`config.mk`:
```
export PLATFORM = sky130hd
export DESIGN_NAME = mmio_store_buffer
export DESIGN_NICKNAME = d
export VERILOG_FILES = /design/src/rtl/mmio_pkg.sv /design/src/rtl/sync_fifo.sv /design/src/rtl/mmio_store_buffer.sv
export SDC_FILE = /design/constraint.sdc
export NUM_CORES = 1
export LEC_CHECK = 0
export CORE_UTILIZATION = 60
export DETAILED_ROUTE_END_ITERATION = 10
export PLACE_DENSITY_LB_ADDON = 0.12
export SLEW_MARGIN = 30
export SYNTH_ARGS = -nofsm -noshare
export SYNTH_HDL_FRONTEND = slang
export SYNTH_SLANG_ARGS = --single-unit
```
`constraint.sdc`:
```
create_clock -name clk -period 6.1 [get_ports clk]
set_input_delay 0.915 -clock clk [delete_from_list [all_inputs] [get_ports clk]]
set_output_delay 0.915 -clock clk [all_outputs]
set_load 0.03 [all_outputs]
```
`src/rtl/mmio_pkg.sv`:
```
// Shared MMIO definitions: window defaults and the bus entry layout used by the
// store buffer, the peripheral decoder and the core testbench.
package mmio_pkg;

    localparam logic [31:0] MMIO_BASE_DEF = 32'h4000_0000;
    localparam logic [31:0] MMIO_MASK_DEF = 32'hF000_0000;
    localparam int          ENTRY_W       = 64;

    // One queued store: addr in [63:32], data in [31:0].
    typedef struct packed {
        logic [31:0] addr;
        logic [31:0] data;
    } bus_entry_t;

    // Address falls in the MMIO window.
    function automatic logic in_window(input logic [31:0] addr,
                                       input logic [31:0] base,
                                       input logic [31:0] mask);
        return (addr & mask) == base;
    endfunction

endpackage

```
`src/rtl/sync_fifo.sv`:
```
// Register-based synchronous FIFO. The read port is driven straight from
// storage and pointer registers, so it has no combinational path from the write side.
// full/empty are registered from the next-state count.
module sync_fifo #(
    parameter int DEPTH = 4,
    parameter int WIDTH = 64
) (
    input  logic             clk_i,
    input  logic             rst_ni,
    input  logic             push_i,
    input  logic             pop_i,
    input  logic [WIDTH-1:0] wr_data_i,
    output logic [WIDTH-1:0] rd_data_o,
    output logic             full_o,
    output logic             empty_o
);
    localparam int PTR_W = $clog2(DEPTH);
    localparam logic [PTR_W-1:0] PTR_ONE  = PTR_W'(1);
    localparam logic [PTR_W:0]   CNT_ONE  = (PTR_W+1)'(1);
    localparam logic [PTR_W:0]   FULL_CNT = (PTR_W+1)'(DEPTH);

    logic [DEPTH-1:0][WIDTH-1:0] mem_q;
    logic [PTR_W-1:0]            rd_ptr_q, wr_ptr_q;
    logic [PTR_W:0]              count_q, count_d;
    logic                        full_q, empty_q;

    // Next occupancy; a simultaneous push and pop leaves it unchanged.
    always_comb begin
        count_d = count_q;
        case ({push_i, pop_i})
            2'b10:   count_d = count_q + CNT_ONE;
            2'b01:   count_d = count_q - CNT_ONE;
            default: count_d = count_q;
        endcase
    end

    // Storage, pointers (wrap modulo DEPTH) and registered status flags.
    always_ff @(posedge clk_i or negedge rst_ni) begin
        if (!rst_ni) begin
            mem_q    <= '0;
            rd_ptr_q <= '0;
            wr_ptr_q <= '0;
            count_q  <= '0;
            full_q   <= 1'b0;
            empty_q  <= 1'b1;
        end else begin
            if (push_i) begin
                mem_q[wr_ptr_q] <= wr_data_i;
                wr_ptr_q        <= wr_ptr_q + PTR_ONE;
            end
            if (pop_i) begin
                rd_ptr_q <= rd_ptr_q + PTR_ONE;
            end
            count_q <= count_d;
            full_q  <= (count_d == FULL_CNT);
            empty_q <= (count_d == '0);
        end
    end

    assign rd_data_o = mem_q[rd_ptr_q];
    assign full_o    = full_q;
    assign empty_o   = empty_q;

endmodule

```
`src/rtl/mmio_store_buffer.sv`:
```
// MMIO store buffer: captures core stores that hit the MMIO window, queues
// them and drains them to the peripheral bus over valid/ready. The core never
// stalls, so stores arriving while full are dropped and counted.
module mmio_store_buffer
    import mmio_pkg::*;
#(
    parameter int          DEPTH     = 4,
    parameter logic [31:0] MMIO_BASE = MMIO_BASE_DEF,
    parameter logic [31:0] MMIO_MASK = MMIO_MASK_DEF,
    parameter int          CNT_W     = 8
) (
    input  logic             clk,
    input  logic             rst,
    input  logic             MemWrite,
    input  logic [31:0]      DataAdr,
    input  logic [31:0]      WriteData,
    output logic             bus_valid,
    output logic [31:0]      bus_addr,
    output logic [31:0]      bus_data,
    input  logic             bus_ready,
    input  logic             clear_ovf,
    output logic             full,
    output logic             empty,
    output logic             overflow,
    output logic [CNT_W-1:0] drop_count
);
    localparam logic [CNT_W-1:0] CNT_ONE = CNT_W'(1);
    localparam logic [CNT_W-1:0] CNT_MAX = '1;

    logic             hit, push, pop, drop;
    bus_entry_t       wr_entry, rd_entry;
    logic             fifo_full, fifo_empty;
    logic             overflow_q, overflow_d;
    logic [CNT_W-1:0] drop_cnt_q, drop_cnt_d;

    assign hit   = MemWrite && in_window(DataAdr, MMIO_BASE, MMIO_MASK);
    assign pop   = bus_valid && bus_ready;
    // When full, a concurrent pop frees the slot this push lands in.
    assign push  = hit && (!fifo_full || pop);
    assign drop  = hit && fifo_full && !pop;

    assign wr_entry = '{addr: DataAdr, data: WriteData};

    sync_fifo #(
        .DEPTH (DEPTH),
        .WIDTH (ENTRY_W)
    ) u_fifo (
        .clk_i     (clk),
        .rst_ni    (rst),
        .push_i    (push),
        .pop_i     (pop),
        .wr_data_i (wr_entry),
        .rd_data_o (rd_entry),
        .full_o    (fifo_full),
        .empty_o   (fifo_empty)
    );

    // Drop bookkeeping; a drop in the same cycle as clear_ovf wins and counts as the first.
    always_comb begin
        overflow_d = overflow_q;
        drop_cnt_d = drop_cnt_q;
        if (drop) begin
            overflow_d = 1'b1;
            if (clear_ovf)                drop_cnt_d = CNT_ONE;
            else if (drop_cnt_q != CNT_MAX) drop_cnt_d = drop_cnt_q + CNT_ONE;
        end else if (clear_ovf) begin
            overflow_d = 1'b0;
            drop_cnt_d = '0;
        end
    end

    // Sticky overflow flag and saturating drop counter.
    always_ff @(posedge clk or negedge rst) begin
        if (!rst) begin
            overflow_q <= 1'b0;
            drop_cnt_q <= '0;
        end else begin
            overflow_q <= overflow_d;
            drop_cnt_q <= drop_cnt_d;
        end
    end

    assign bus_valid  = !fifo_empty;
    assign bus_addr   = rd_entry.addr;
    assign bus_data   = rd_entry.data;
    assign full       = fifo_full;
    assign empty      = fifo_empty;
    assign overflow   = overflow_q;
    assign drop_count = drop_cnt_q;

endmodule

```
# Word-level counts from Yosys, hierarchy flattened
# Cells that the tools add are included.
classes:
  reduce_logical: 14
  shift: 0
  n_bitwise: 0
  div: 0
  eq_ne: 5
  mul: 0
  order_cmp: 3
  muxes: 12
  add_sub_neg: 5
ops:
  columns: ["operator", "n"]
  rows:
  - ["$bwmux W256", 1]
  - ["$bmux W64 S2", 1]
  - ["$demux W64 S2", 1]
  - ["$mux W64", 2]
  - ["$mux W8", 4]
  - ["$add A8 B1 Y8 const B", 1]
  - ["$ne A8 B8 Y1 const B", 1]
  - ["$logic_and A1 B1 Y1", 6]
  - ["$lt A2 B3 Y1 const B", 2]
  - ["$pmux W3 S2", 1]
  - ["$add A2 B1 Y2 const B", 2]
  - ["$eq A4 B3 Y1 const B", 1]
  - ["$reduce_bool A2 Y1", 2]
  - ["$add A3 B1 Y3 const B", 1]
  - ["$eq A3 B3 Y1 const B", 1]
  - ["$logic_not A1 Y1", 3]
  - ["$logic_not A3 Y1", 1]
  - ["$sub A3 B1 Y3 const B", 1]
  - ["$eq A2 B1 Y1 const B", 1]
  - ["$eq A2 B2 Y1 const B", 1]
  - ["$ge A2 B1 Y1 const B", 1]
  - ["$mux W1", 2]
  - ["$reduce_and A2 Y1", 1]
  - ["$logic_or A1 B1 Y1", 1]
word_totals:
  register_bits: 274
  latch_bits: 0
  memories: 0
  in_bits: 69
  wordCells: 50
  ramBits: 0
  mem_bits_ro: 0
  output_inout_bits: 76

# Logic depth before layout (Yosys ltp)
# Gate-level depths: netlist of run 1.
logic_depth:
  word_depth: 7
  ltp_mapped: 9

# Hierarchy
# A second synthesis of run 1 with hierarchy kept.
unflattened:
  hier_cells: 719
  hier_area_um2: 12161.7
by_module_without_submodules:
  columns: ["module", "area_per_inst_um2", "cells_each", "seq_area_each_um2", "n_inst"]
  rows:
  - ["sync_fifo", 11591.1, 659, 6632.6, 1]
  - ["mmio_store_buffer", 570.5, 60, 225.2, 1]

# Worst setup path after synthesis of run 1
# OpenSTA, ideal clock, no wires.
synth_path:
  path_type: "input -> register"
  startpoint: "in DataAdr[29]"
  endpoint: "reg u_fifo.full_q, in the netlist u_fifo.full_o"
  arrival_ps: 3193
  t_required_ps: 6027
  path_buffers: 0
  setup_ps: 73
  path_stages: 8
  path_slack_ps: 2834
  cell_sequence: "or2_2 > a2111oi_4 > inv_1 > ha_1 > fa_1 > mux2_2 > or2_2 > nor2b_1"
synth_via:
  elab_chain_cells: 6
synth_lines:
  columns: ["element", "line_no", "rtl"]
  rows:
  - ["start: declaration", "mmio_store_buffer.sv:15", "input logic [31:0] DataAdr,"]
  - ["$eq A4 B3 Y1 *", "mmio_pkg.sv:19", "return (addr & mask) == base;"]
  - ["$logic_and A1 B1 Y1 *", "mmio_store_buffer.sv:36", "assign hit = MemWrite && in_window(DataAdr, MMIO_BASE, MMIO_MASK);"]
  - ["$logic_and A1 B1 Y1 *", "mmio_store_buffer.sv:39", "assign push = hit && (!fifo_full || pop);"]
  - ["$eq A2 B1 Y1 or $eq A2 B2 Y1 (tied branches)", "sync_fifo.sv:30", "case ({push_i, pop_i})"]
  - ["$pmux W3 S2 *", "sync_fifo.sv:30", null]
  - ["net u_fifo.count_d[1]", "sync_fifo.sv:24", "logic [PTR_W:0] count_q, count_d;"]
  - ["$eq A3 B3 Y1 *", "sync_fifo.sv:55", "full_q <= (count_d == FULL_CNT);"]
  - ["end signal: assignment", "sync_fifo.sv:55", null]
  - ["end: declaration", "sync_fifo.sv:25", "logic full_q, empty_q;"]
# The timed path passes the listed nets; every way through them passes the cells marked *.
# A chain may end at the register's enable or synchronous reset.

# Worst setup path in the final report of run 1
layout_path:
  startpoint: "reg u_fifo.rd_ptr_q[0]"
  endpoint: "out bus_addr[24]"
layout_via:
  elab_chain_cells: 2
layout_lines:
  columns: ["element", "line_no", "rtl"]
  rows:
  - ["start: declaration", "sync_fifo.sv:23", "logic [PTR_W-1:0] rd_ptr_q, wr_ptr_q;"]
  - ["start signal: assignment", "sync_fifo.sv:52", "rd_ptr_q <= rd_ptr_q + PTR_ONE;"]
  - ["$bmux W64 S2", "sync_fifo.sv:60", "assign rd_data_o = mem_q[rd_ptr_q];"]
  - ["$mux W64 (not written as such)", "sync_fifo.sv:60", null]
  - ["end: declaration", "mmio_store_buffer.sv:18", "output logic [31:0] bus_addr,"]
# No other way between the ends. The select of a mux whose other input is x is not followed.

==> results of run 1 <==
==> sequential cells by signal (all words and copies together), names as in the netlist <==
register         count
u_fifo.full_o        1
drop_count           8
overflow             1
u_fifo.wr_ptr_q      2
u_fifo.mem_q       256
u_fifo.count_q       3
u_fifo.empty_o       1
u_fifo.rd_ptr_q      2
==> synth_stat cells, types with 2 or more instances <==
cell type / n
mux4_2: 64
clkbuf_1: 6
o31ai_1: 2
buf_6: 24
dfrtp_1: 273
a21oi_1: 5
mux2_2: 241
and2_1: 12
o21ai_0: 4
nand2_2: 4
nor3_1: 2
nand3_1: 2
buf_2: 4
ha_1: 6
nor2b_1: 2
nor2_1: 6
buf_1: 6
nand4_1: 2
inv_1: 7
or3_1: 3
o41ai_1: 2
nand2b_1: 5
xnor2_1: 5
or2_2: 2
nand3b_1: 2
nand2_1: 5
==> through the flow <==
step | hold WS, ns | area [um2] | setup WS, ns
3_3_place_gp | 0.4448 | 13470 | 2.167
5_1_grt | 0.3036 | 14560 | 1.900
3_5_place_dp | 0.4477 | 13520 | 2.124
4_1_cts | 0.4655 | 14530 | 1.988
6_report | 0.2959 | 14560 | 2.086
2_1_floorplan | 0.4287 | 11960 | 2.834
==> cells by family (layout without fill, tap and decap cells) <==
kind of cell             count (synthesis)  in the layout
AO/OA/AOI/OAI                           17             17
XOR/XNOR                                 6              6
adder cells (fa/ha/maj)                  7              7
buffers and inverters                   47            209
flip-flops                             274            274
multiplexers                           305            305
AND/OR/NAND/NOR                         52             52
==> how the worst min path moves through the flow <==
stage                                   end  slack [ns]  cells past startpoint
final                      u_fifo.mem_q[17]        0.30                      1
after global routing      u_fifo.mem_q[204]        0.30                      1
after CTS                 u_fifo.mem_q[190]        0.47                      1
after detailed placement  u_fifo.mem_q[190]        0.45                      1
after global placement    u_fifo.mem_q[126]        0.44                      1
after floorplan           u_fifo.mem_q[190]        0.43                      1
==> worst max-delay path, cell delays in order (launching register included) <==
cell,delay (ns)
dfrtp_4,0.79
buf_4,0.53
mux4_2,0.58
clkdlybuf4s50_1,0.64
==> power groups by stage <==
stage | combinational (uW) | sequential [uW] | clock, uW
3_5_place_dp | 2480 | 2810 | 0
2_1_floorplan | 1770 | 2580 | 0
3_3_place_gp | 2380 | 2730 | 0
5_1_grt | 2600 | 2850 | 1920
4_1_cts | 2490 | 2790 | 1850
6_report | 2460 | 2790 | 1810
==> final cells by class <==
| class | count | area (um2) | share of cell area, % |
|---|---|---|---|
| sequential | 274 | 6865 | 47.16 |
| multi-input combinational | 387 | 4791 | 32.91 |
| timing repair buffer | 151 | 1531 | 10.52 |
| clock buffer | 44 | 902.1 | 6.197 |
| tap | 265 | 331.6 | 2.278 |
| clock inverter | 7 | 110.1 | 0.7563 |
| inverter | 7 | 26.28 | 0.1805 |
==> metal layers <==
layer / GRT usage (%) / vias up / share of wire [%]
li1: - / 2914 / -
met1: 31.26 / 3549 / 39
met2: 45.19 / 172 / 52
met3: 5.030 / 54 / 5.2
met4: 8.319 / 0 / 2.9
met5: 0 / - / 0
==> impl_results.md, run 1 <==
* Seq pwr share at 39.5%
* Layout cell share with drive strength beyond 1 at 42.76%
* Antenna-violating nets left at 0
* Pwr Total at 7055 uW
* Clk_skew at 0.01957 ns
* Residual DRC at 0
* Post-synth EDFFs at 0
* Top cells by area, synth: dfrtp_1, mux2_2, mux4_2
* Sequential-to-total area share from yosys stat at 57.36%
* Final wirelength at 24640 um
* Via count at 6689
* Yosys cell types at 38
* Switching power total at 2212 uW
* FILL cells at 1179
* Internal Power at 4842 uW
* Area leader, netlist: dfrtp_1
* PortBufs at 144
* Largest net degree at the start of global routing at 139
* Worst Max-Slew Pin Slew at 0.7728 ns
* Vias in the first global route at 7674
* Post-CTS sizing at 0
* Synth Area in Compound Gates at 1.068%
* CTS buffer count at 28
* Row count at 51
* Die Area at 20490 um2
* First-pass GRT wire length at 39820 um
* Gate Count Post-Synth at 708
* Hold buffer count at cts at 0
* Worst hold path class: primary input to asynchronous set/reset pin
* Layout Cells excl Fill at 1135
* Mux cell area share after synthesis at 34.76%
* Gp weighted congestion at 0.7881
* Max-slew violations at 0
* DPL Wire Length at 14860 um
* CTS tree: built
* Initial DRC Count at 309
* Max transition margin at 48.48%
* Clock root cell: clkbuf_16
* CTS Buffer Depth at 3
* Layout area overhead at 21.77%
* Final core occ at 74.55%
* Crit path launch: u_fifo.rd_ptr_q[0]
* Startpoint types: flop
* CP endpoint kind: primary output
* Critical Path AT at 3.10 ns
* Pwr dens at 484.6 nW/um2
* Setup TNS at 0 ns
* Fin nets at 925
* Final setup fails at 0
* Max-Cap Viols at 0
* Die width at 143.2 um
* Pleak at 0.006699 uW
* Clock-pin slew on the worst setup and hold paths at 0.06 ns
* RSZ-0062 raised after global routing: no
* Fmax at 249.1 MHz
* H-tree Lvls at 1
* Yosys reg bits at 274
* Cell Area, Synth at 11960 um2
* Required @ worst endpoint at 5.18 ns
* Dpl cells at 1083
* Router iterations before antenna repair at 4
* Reg2reg start: u_fifo.empty_o
* Die Height at 143.2 um
* Worst r2r dst: u_fifo.full_o
* Switching share of power at 31.36%
* Core area at 19530 um2
* GR Overflow Total at 0
* Largest family of logic cells by synthesized area: multiplexers
* Antenna Cells at 0
* Ys flop type: dfrtp_1
* Worst-Skew Late Latency at 0.54 ns
* Syn nets at 784
* Routed wire per std cell at 21.71 um
* CP max FO at 26
* Synth Area in Simple Gates at 2.554%
* Period utilisation layout at 65.81%
* Syn_area_per_cell at 16.89 um2
* Starting Density at 61.23%
* R2R depth at 10
* Post-synth ARST share at 100.0%
* Ports at 145
* DR vias/cell at 5.893
* Synth Area in XOR/XNOR at 0.4396%
* GR Util All Layers at 25.47%
* Setup CP Type: flop to primary output
* Synth top area share at 57.14%
* Setup bufs post-CTS at 0
* Clock network power share at 25.7%
* Synthesis Warnings at 0
* Synth Area in Adders at 0.7954%
* Logic pwr share at 34.8%
* Most common cell after layout, fill and taps aside: dfrtp_1
* Minimum clock period after layout at 4.014 ns
* Antenna violations before repair at 0
* Setup crit end: bus_addr[24]
* Maximum VDD drop at 0.3234 mV
* Sink Count at 274
* Most frequent cells in the layout: dfrtp_1, mux2_2, clkdlybuf4s50_1, mux4_2, clkbuf_16
* Final Hold Viols at 0
* Worst R2R Setup Slack at 3.17 ns
* Outcome: complete, no violations
No activity file was read; power rests on OpenSTA's default activity.
==> run 2, diff against run 1 <==
Settings changed: CORE_UTILIZATION 60 to 50.
Clock period 6.1 ns to 3.4 ns, I/O delays scaled along.
==> run 2 against run 1 <==
Net effect:
- the run now ends with negative hold slack left
- critical path depth did not move
- sequential share of layout area shrank 0.54 points
- routed wire length hardly changed
- non-clock buffer count is 8 higher
- register-to-register slack lost 2.3 ns
==> impl_results.md, run 2 (same netlist as run 1, synthesis figures left out) <==
* Maximum VDD drop at 0.5120 mV (was 0.3234 mV)
* Pwr dens at 858.8 nW/um2 (was 484.6 nW/um2)
* Design area at 14730 um2 (was 14560 um2)
* Initial DRC Count at 242 (was 309)
* Required @ worst endpoint at 2.89 ns (was 5.18 ns)
* Largest Register: u_fifo.mem_q (unchanged)
* Failing checks: negative hold slack
* Fin nets at 936 (was 925)
* Max-slew violations at 0 (unchanged)
* Ports at 145 (unchanged)
* Residual DRC at 0 (unchanged)
* Most frequent cells in the layout: dfrtp_1, mux2_2, clkdlybuf4s50_1, mux4_2, clkbuf_16 (unchanged)
* Clock-pin slew on the worst setup and hold paths at 0.06 ns (about the same)
* Worst-Skew Late Latency at 0.54 ns (about the same)
* Worst R2R Setup Slack at 0.89 ns (was 3.17 ns)
* Starting Density at 50.93% (was 61.23%)
* Antenna Cells at 0 (unchanged)
* Row count at 56 (was 51)
* GR Overflow Total at 0 (unchanged)
* CTS Buffer Depth at 3 (unchanged)
* Routed wire per std cell at 20.52 um (was 21.71 um)
* Most common cell after layout, fill and taps aside: dfrtp_1 (unchanged)
* Die Height at 156.6 um (was 143.2 um)
* Max-Cap Viols at 0 (unchanged)
* Die width at 156.6 um (was 143.2 um)
* Setup CP Type: flop to primary output (unchanged)
* Clk_skew at 0.01129 ns (was 0.01957 ns)
* H-tree Lvls at 1 (unchanged)
* Crit path buffers/inverters at 2 (unchanged)
* Outcome: finished with violations (was complete, no violations)
* DP Area at 13730 um2 (was 13520 um2)
* Reg area at 6865 um2 (unchanged)
* Max transition margin at 46.47% (was 48.48%)
* Pwr Total at 12650 uW (was 7055 uW)
* Minimum clock period after layout at 3.097 ns
* DR vias/cell at 5.540 (was 5.893)
* Gp weighted congestion at 0.7433 (was 0.7881)
* Worst hold path class: primary input to asynchronous set/reset pin (unchanged)
* Startpoint types: flop (unchanged)
* Largest net degree at the start of global routing at 105 (was 139)
* CP endpoint kind: primary output (unchanged)
* Final setup fails at 0 (unchanged)
* Layout area overhead at 23.17% (was 21.77%)
* CP cell instances: buf_12, mux4_2, clkdlybuf4s50_1 (was buf_4, mux4_2, clkdlybuf4s50_1)
* CTS buffer count at 31 (was 28)
* Fmax at 322.9 MHz
* DPL Wire Length at 15300 um (was 14860 um)
* Vias in the first global route at 7664 (was 7674)
* Max reg flops at 256 (unchanged)
* Sink Count at 274 (unchanged)
* Worst Max-Slew Pin Slew at 0.8030 ns (was 0.7728 ns)
* Reg2reg start: u_fifo.empty_o (unchanged)
* Hold slack at -0.01096 ns (was 0.2959 ns)
* Antenna violations before repair at 0 (unchanged)
* Critical Path AT at 2.59 ns (was 3.10 ns)
* Hold buffer count at cts at 0 (unchanged)
* Setup bufs post-CTS at 0 (unchanged)
* R2R depth at 8 (was 10)
* Crit path launch: u_fifo.rd_ptr_q[1] (was u_fifo.rd_ptr_q[0])
* Antenna-violating nets left at 0 (unchanged)
* GR Util All Layers at 21.14% (was 25.47%)
* CP max FO at 34 (was 26)
* Multi-input gate area at 4756 um2 (was 4791 um2)
* Pleak at 0.006802 uW (was 0.006699 uW)
* First-pass GRT wire length at 40120 um (was 39820 um)
* Via count at 6653 (was 6689)
* Worst path slowest cell: dfrtp_4 (unchanged)
* CTS tree: built (unchanged)
* Post-CTS sizing at 0 (unchanged)
* FILL cells at 1715 (was 1179)
* RSZ-0062 raised after global routing: no (unchanged)
* Final Hold Viols at 4 (was 0)
* Period utilisation layout at 91.10%
* Final wirelength at 24640 um (about the same)
* Die Area at 24530 um2 (was 20490 um2)
* Worst r2r dst: u_fifo.full_o (unchanged)
* PortBufs at 144 (unchanged)
* Core area at 23470 um2 (was 19530 um2)
* Layout cell share with drive strength beyond 1 at 42.63% (was 42.76%)
* Max stage delay on crit path at 0.82 ns (was 0.79 ns)
* Clock root cell: clkbuf_16 (unchanged)
* Router iterations before antenna repair at 4 (unchanged)
* Crit path max-delay family: buffers and inverters (unchanged)
* Setup TNS at 0 ns (unchanged)
==> run 2: changes by cell type in the layout (fill, tap and decap cells not counted), moves of 2 or more <==
cell,change
buf_12,+9
clkbuf_16,+2
nand2_8,-4
clkbuf_1,+8
clkbuf_8,-6
nand2_4,+4
==> run 2: cell type report <==
| cell class | instances | share of cell area (%) |
|---|---|---|
| Inverter | 7 | 0.1784 |
| Clock inverter | 7 | 0.6458 |
| Sequential cell | 274 | 46.62 |
| Timing Repair Buffer | 159 | 11.44 |
| Tap cell | 319 | 2.711 |
| Multi-Input combinational cell | 387 | 32.30 |
| Clock buffer | 48 | 6.109 |
==> run 2: how the worst max path moves through the flow <==
stage                                to  slack, ns  depth (start not counted)
after floorplan           u_fifo.full_o       0.54                          8
after global placement    u_fifo.full_o       0.35                          9
after detailed placement  u_fifo.full_o       0.24                          9
after CTS                   bus_data[7]       0.27                          3
after global routing        bus_data[7]       0.24                          3
final                       bus_data[7]       0.30                          3
==> run 2: metrics by stage <==
stage               utilization (%)  setup slack (ns)  hold WS (ns)  instances
finish                        62.73            0.3027      -0.01096       1201
global route                  62.73            0.2383       0.03188       1201
CTS                           62.73            0.2694       0.02537       1201
detailed placement            58.50            0.2440        0.4563       1146
global placement              58.50            0.3531        0.4442       1146
floorplan                         -            0.5394        0.2144        708
==> run 2: per-layer routing <==
layer / share of wire, % / global-route usage [%] / vias up
met5: 0 / 0 / -
met4: 1.7 / 5.556 / 0
met3: 4.5 / 3.711 / 39
met2: 51 / 36.35 / 138
met1: 43 / 27.77 / 3538
li1: - / - / 2938
==> run 2: where the power goes <==
| group | internal (uW) | switching (uW) |
|---|---|---|
| clock network | 1960 | 1260 |
| logic | 2450 | 2110 |
| registers | 4270 | 598 |
==> run 3, diff against run 2 <==
Settings changed: ABC_AREA from default to 1, CORE_UTILIZATION 50 to 51.
==> run 3 against run 2 <==
Net effect:
- the flow still finishes with violations (negative hold slack)
- sequential cell count stayed put
- register-to-register slack improved by 0.28 ns
- combinational power rose by 26%
- maximum frequency fell by 5.5%
- critical path type unchanged
- non-clock buffer count grew 4
- worst setup slack worse by 0.18 ns
==> impl_results.md, run 3 <==
* Worst hold path class: primary input to asynchronous set/reset pin (unchanged)
* Core area at 23750 um2 (was 23470 um2)
* Die width at 158.3 um (was 156.6 um)
* Clock-pin slew on the worst setup and hold paths at 0.06 ns (about the same)
* Antenna-violating nets left at 0 (unchanged)
* Die Area at 25070 um2 (was 24530 um2)
* Die Height at 158.3 um (was 156.6 um)
* Max stage delay on crit path at 0.73 ns (was 0.82 ns)
* Most frequent cells in the layout: nand2_1, dfrtp_1, clkdlybuf4s50_1, nor2_1, o21ai_0 (was dfrtp_1, mux2_2, clkdlybuf4s50_1, mux4_2, clkbuf_16)
* Synth top area share at 54.81% (was 57.14%)
* Yosys reg bits at 274 (unchanged)
* Yosys cell types at 26 (was 38)
* Synthesis Warnings at 0 (unchanged)
* Critical Path AT at 2.77 ns (was 2.59 ns)
* GR Util All Layers at 27.28% (was 21.14%)
* Pwr dens at 934.2 nW/um2 (was 858.8 nW/um2)
* Maximum VDD drop at 0.6117 mV (was 0.5120 mV)
* Vias in the first global route at 10076 (was 7664)
* Gp weighted congestion at 0.7793 (was 0.7433)
* Row count at 56 (unchanged)
* Initial DRC Count at 762 (was 242)
* Max reg flops at 256 (unchanged)
* Max-Cap Viols at 0 (unchanged)
* Final setup fails at 0 (unchanged)
* Reg area at 6863 um2 (was 6865 um2)
* Post-synth ARST share at 100.0% (unchanged)
* Largest Register: u_fifo.mem_q (unchanged)
* Routed wire per std cell at 16.64 um (was 20.52 um)
* Layout cell share with drive strength beyond 1 at 5.994% (was 42.63%)
* Failing checks: negative hold slack (unchanged)
* Gate Count Post-Synth at 1557 (was 708)
* Hold slack at -0.009109 ns (was -0.01096 ns)
* CP max FO at 64 (was 34)
* CTS tree: built (unchanged)
* Worst Max-Slew Pin Slew at 0.9112 ns (was 0.8030 ns)
* Fmax at 305.0 MHz (was 322.9 MHz)
* Required @ worst endpoint at 2.89 ns (about the same)
* FILL cells at 2125 (was 1715)
* Syn nets at 1633 (was 784)
* Multi-input gate area at 4878 um2 (was 4756 um2)
* CP cell instances: buf_4, o21ai_0, o22ai_1, clkdlybuf4s50_1 (was buf_12, mux4_2, clkdlybuf4s50_1)
* Minimum clock period after layout at 3.278 ns (was 3.097 ns)
* Outcome: finished with violations (unchanged)
* CTS buffer count at 30 (was 31)
* Antenna violations before repair at 2 (was 0)
* Final Hold Viols at 10 (was 4)
* Layout area overhead at 20.99% (was 23.17%)
* Post-CTS sizing at 0 (unchanged)
* Final wirelength at 33360 um (was 24640 um)
* Residual DRC at 0 (unchanged)
* Top cells by area, synth: dfrtp_1, nand2_1, o21ai_0 (was dfrtp_1, mux2_2, mux4_2)
* Area leader, netlist: dfrtp_1 (unchanged)
* Post-synth EDFFs at 0 (unchanged)
* Fin nets at 1737 (was 936)
* Router iterations before antenna repair at 5 (was 4)
* Worst path slowest cell: clkdlybuf4s50_1 (was dfrtp_4)
* CP endpoint kind: primary output (unchanged)
* GR Overflow Total at 0 (unchanged)
* Clock root cell: clkbuf_16 (unchanged)
* Worst-Skew Late Latency at 0.55 ns (was 0.54 ns)
* DR vias/cell at 5.275 (was 5.540)
* PortBufs at 144 (unchanged)
* Setup TNS at 0 ns (unchanged)
* Pwr Total at 14090 uW (was 12650 uW)
* Starting Density at 52.48% (was 50.93%)
* CTS Buffer Depth at 3 (unchanged)
* Synth top cells by count: nand2_1, dfrtp_1, nor2_1 (was dfrtp_1, mux2_2, mux4_2)
* Hold buffer count at cts at 0 (unchanged)
* Largest net degree at the start of global routing at 130 (was 105)
* Max transition margin at 39.25% (was 46.47%)
* Max-slew violations at 0 (unchanged)
* Ys flop type: dfrtp_1 (unchanged)
* Sink Count at 274 (unchanged)
* Setup bufs post-CTS at 0 (unchanged)
* Syn_area_per_cell at 8.005 um2 (was 16.89 um2)
* Via count at 10576 (was 6653)
* DPL Wire Length at 17720 um (was 15300 um)
* Setup CP Type: flop to primary output (unchanged)
* First-pass GRT wire length at 53350 um (was 40120 um)
* Sequential-to-total area share from yosys stat at 55.02% (was 57.36%)
* Startpoint types: flop (unchanged)
* Period utilisation layout at 96.42% (was 91.10%)
* Cell Area, Synth at 12460 um2 (was 11960 um2)
* Pleak at 0.007891 uW (was 0.006802 uW)
* Ports at 145 (unchanged)
* Most common cell in the netlist: nand2_1 (was dfrtp_1)
* H-tree Lvls at 1 (unchanged)
* Clk_skew at 0.009931 ns (was 0.01129 ns)
* RSZ-0062 raised after global routing: no (unchanged)
* Most common cell after layout, fill and taps aside: nand2_1 (was dfrtp_1)
[run 3: kinds of logic (layout without fill, tap and decap cells)]
group	count (synthesis)	in the layout	share of synthesized area, %
xor+xnor	6	6	0.4216
compound gates	196	196	8.532
buf+inv	132	260	5.842
other cells	0	1	0
simple gates	942	942	29.42
flops	274	274	55.02
fa+ha+maj	7	7	0.7629
[run 3: worst max-delay path, delay by kind of cell, from the launching register on]
kind | cells | cell delay (ns)
DFF | 1 | 0.37
AOI/OAI and AO/OA | 2 | 0.52
buffers and inverters | 2 | 1.34
[run 3: path summary, 6_finish.rpt]
check / slack (ns) / cells after the start / start / end
max in group asynchronous: 2.52 / 2 / rst / u_fifo.mem_q[147]
min reg2reg: 0.46 / 2 / u_fifo.mem_q[125] / u_fifo.mem_q[125]
min in group clk: 0.46 / 2 / u_fifo.mem_q[125] / u_fifo.mem_q[125]
max: 0.12 / 4 / u_fifo.rd_ptr_q[1] / bus_data[9]
max reg2reg: 1.17 / 10 / u_fifo.empty_o / u_fifo.full_o
min: -0.009 / 1 / rst / drop_count[3]
[run 3: layout make-up]
class / count / area share, %
flip-flops and latches: 274 / 45.51
inverters: 41 / 1.054
clock buffers: 45 / 6.090
clock inverters: 11 / 1.054
well taps: 319 / 2.647
multi-input cells: 1151 / 32.35
repair buffers: 163 / 11.28
diodes: 1 / 0.01659
[run 3: power breakdown]
part	switching, uW	internal, uW	total, uW	leakage [uW]
Sequential	557	4310	4870	0.00365
Combinational	3580	2160	5740	0.00370
Clock	1330	2160	3490	0.000537
[run 3: metal layers]
metal  global-route usage [%]  part of all wire, %
met1                    35.93                   43
met2                    46.66                   49
met3                    4.083                  6.0
met4                    8.059                  2.1
met5                        0                0.039
[run 3: stage by stage]
step | instance area, um2 | instances | util (%) | hold WS (ns) | setup slack [ns]
finish | 15080 | 2005 | 63.49 | -0.009109 | 0.1216
global route | 15080 | 2004 | 63.48 | 0.03860 | 0.01625
CTS | 15080 | 2004 | 63.48 | 0.01755 | 0.1524
detailed placement | 14000 | 1948 | 58.94 | 0.4470 | 0.6425
global placement | 14000 | 1948 | 58.94 | 0.4441 | 0.6867
floorplan | 12460 | 1557 | - | 0.2144 | 1.087
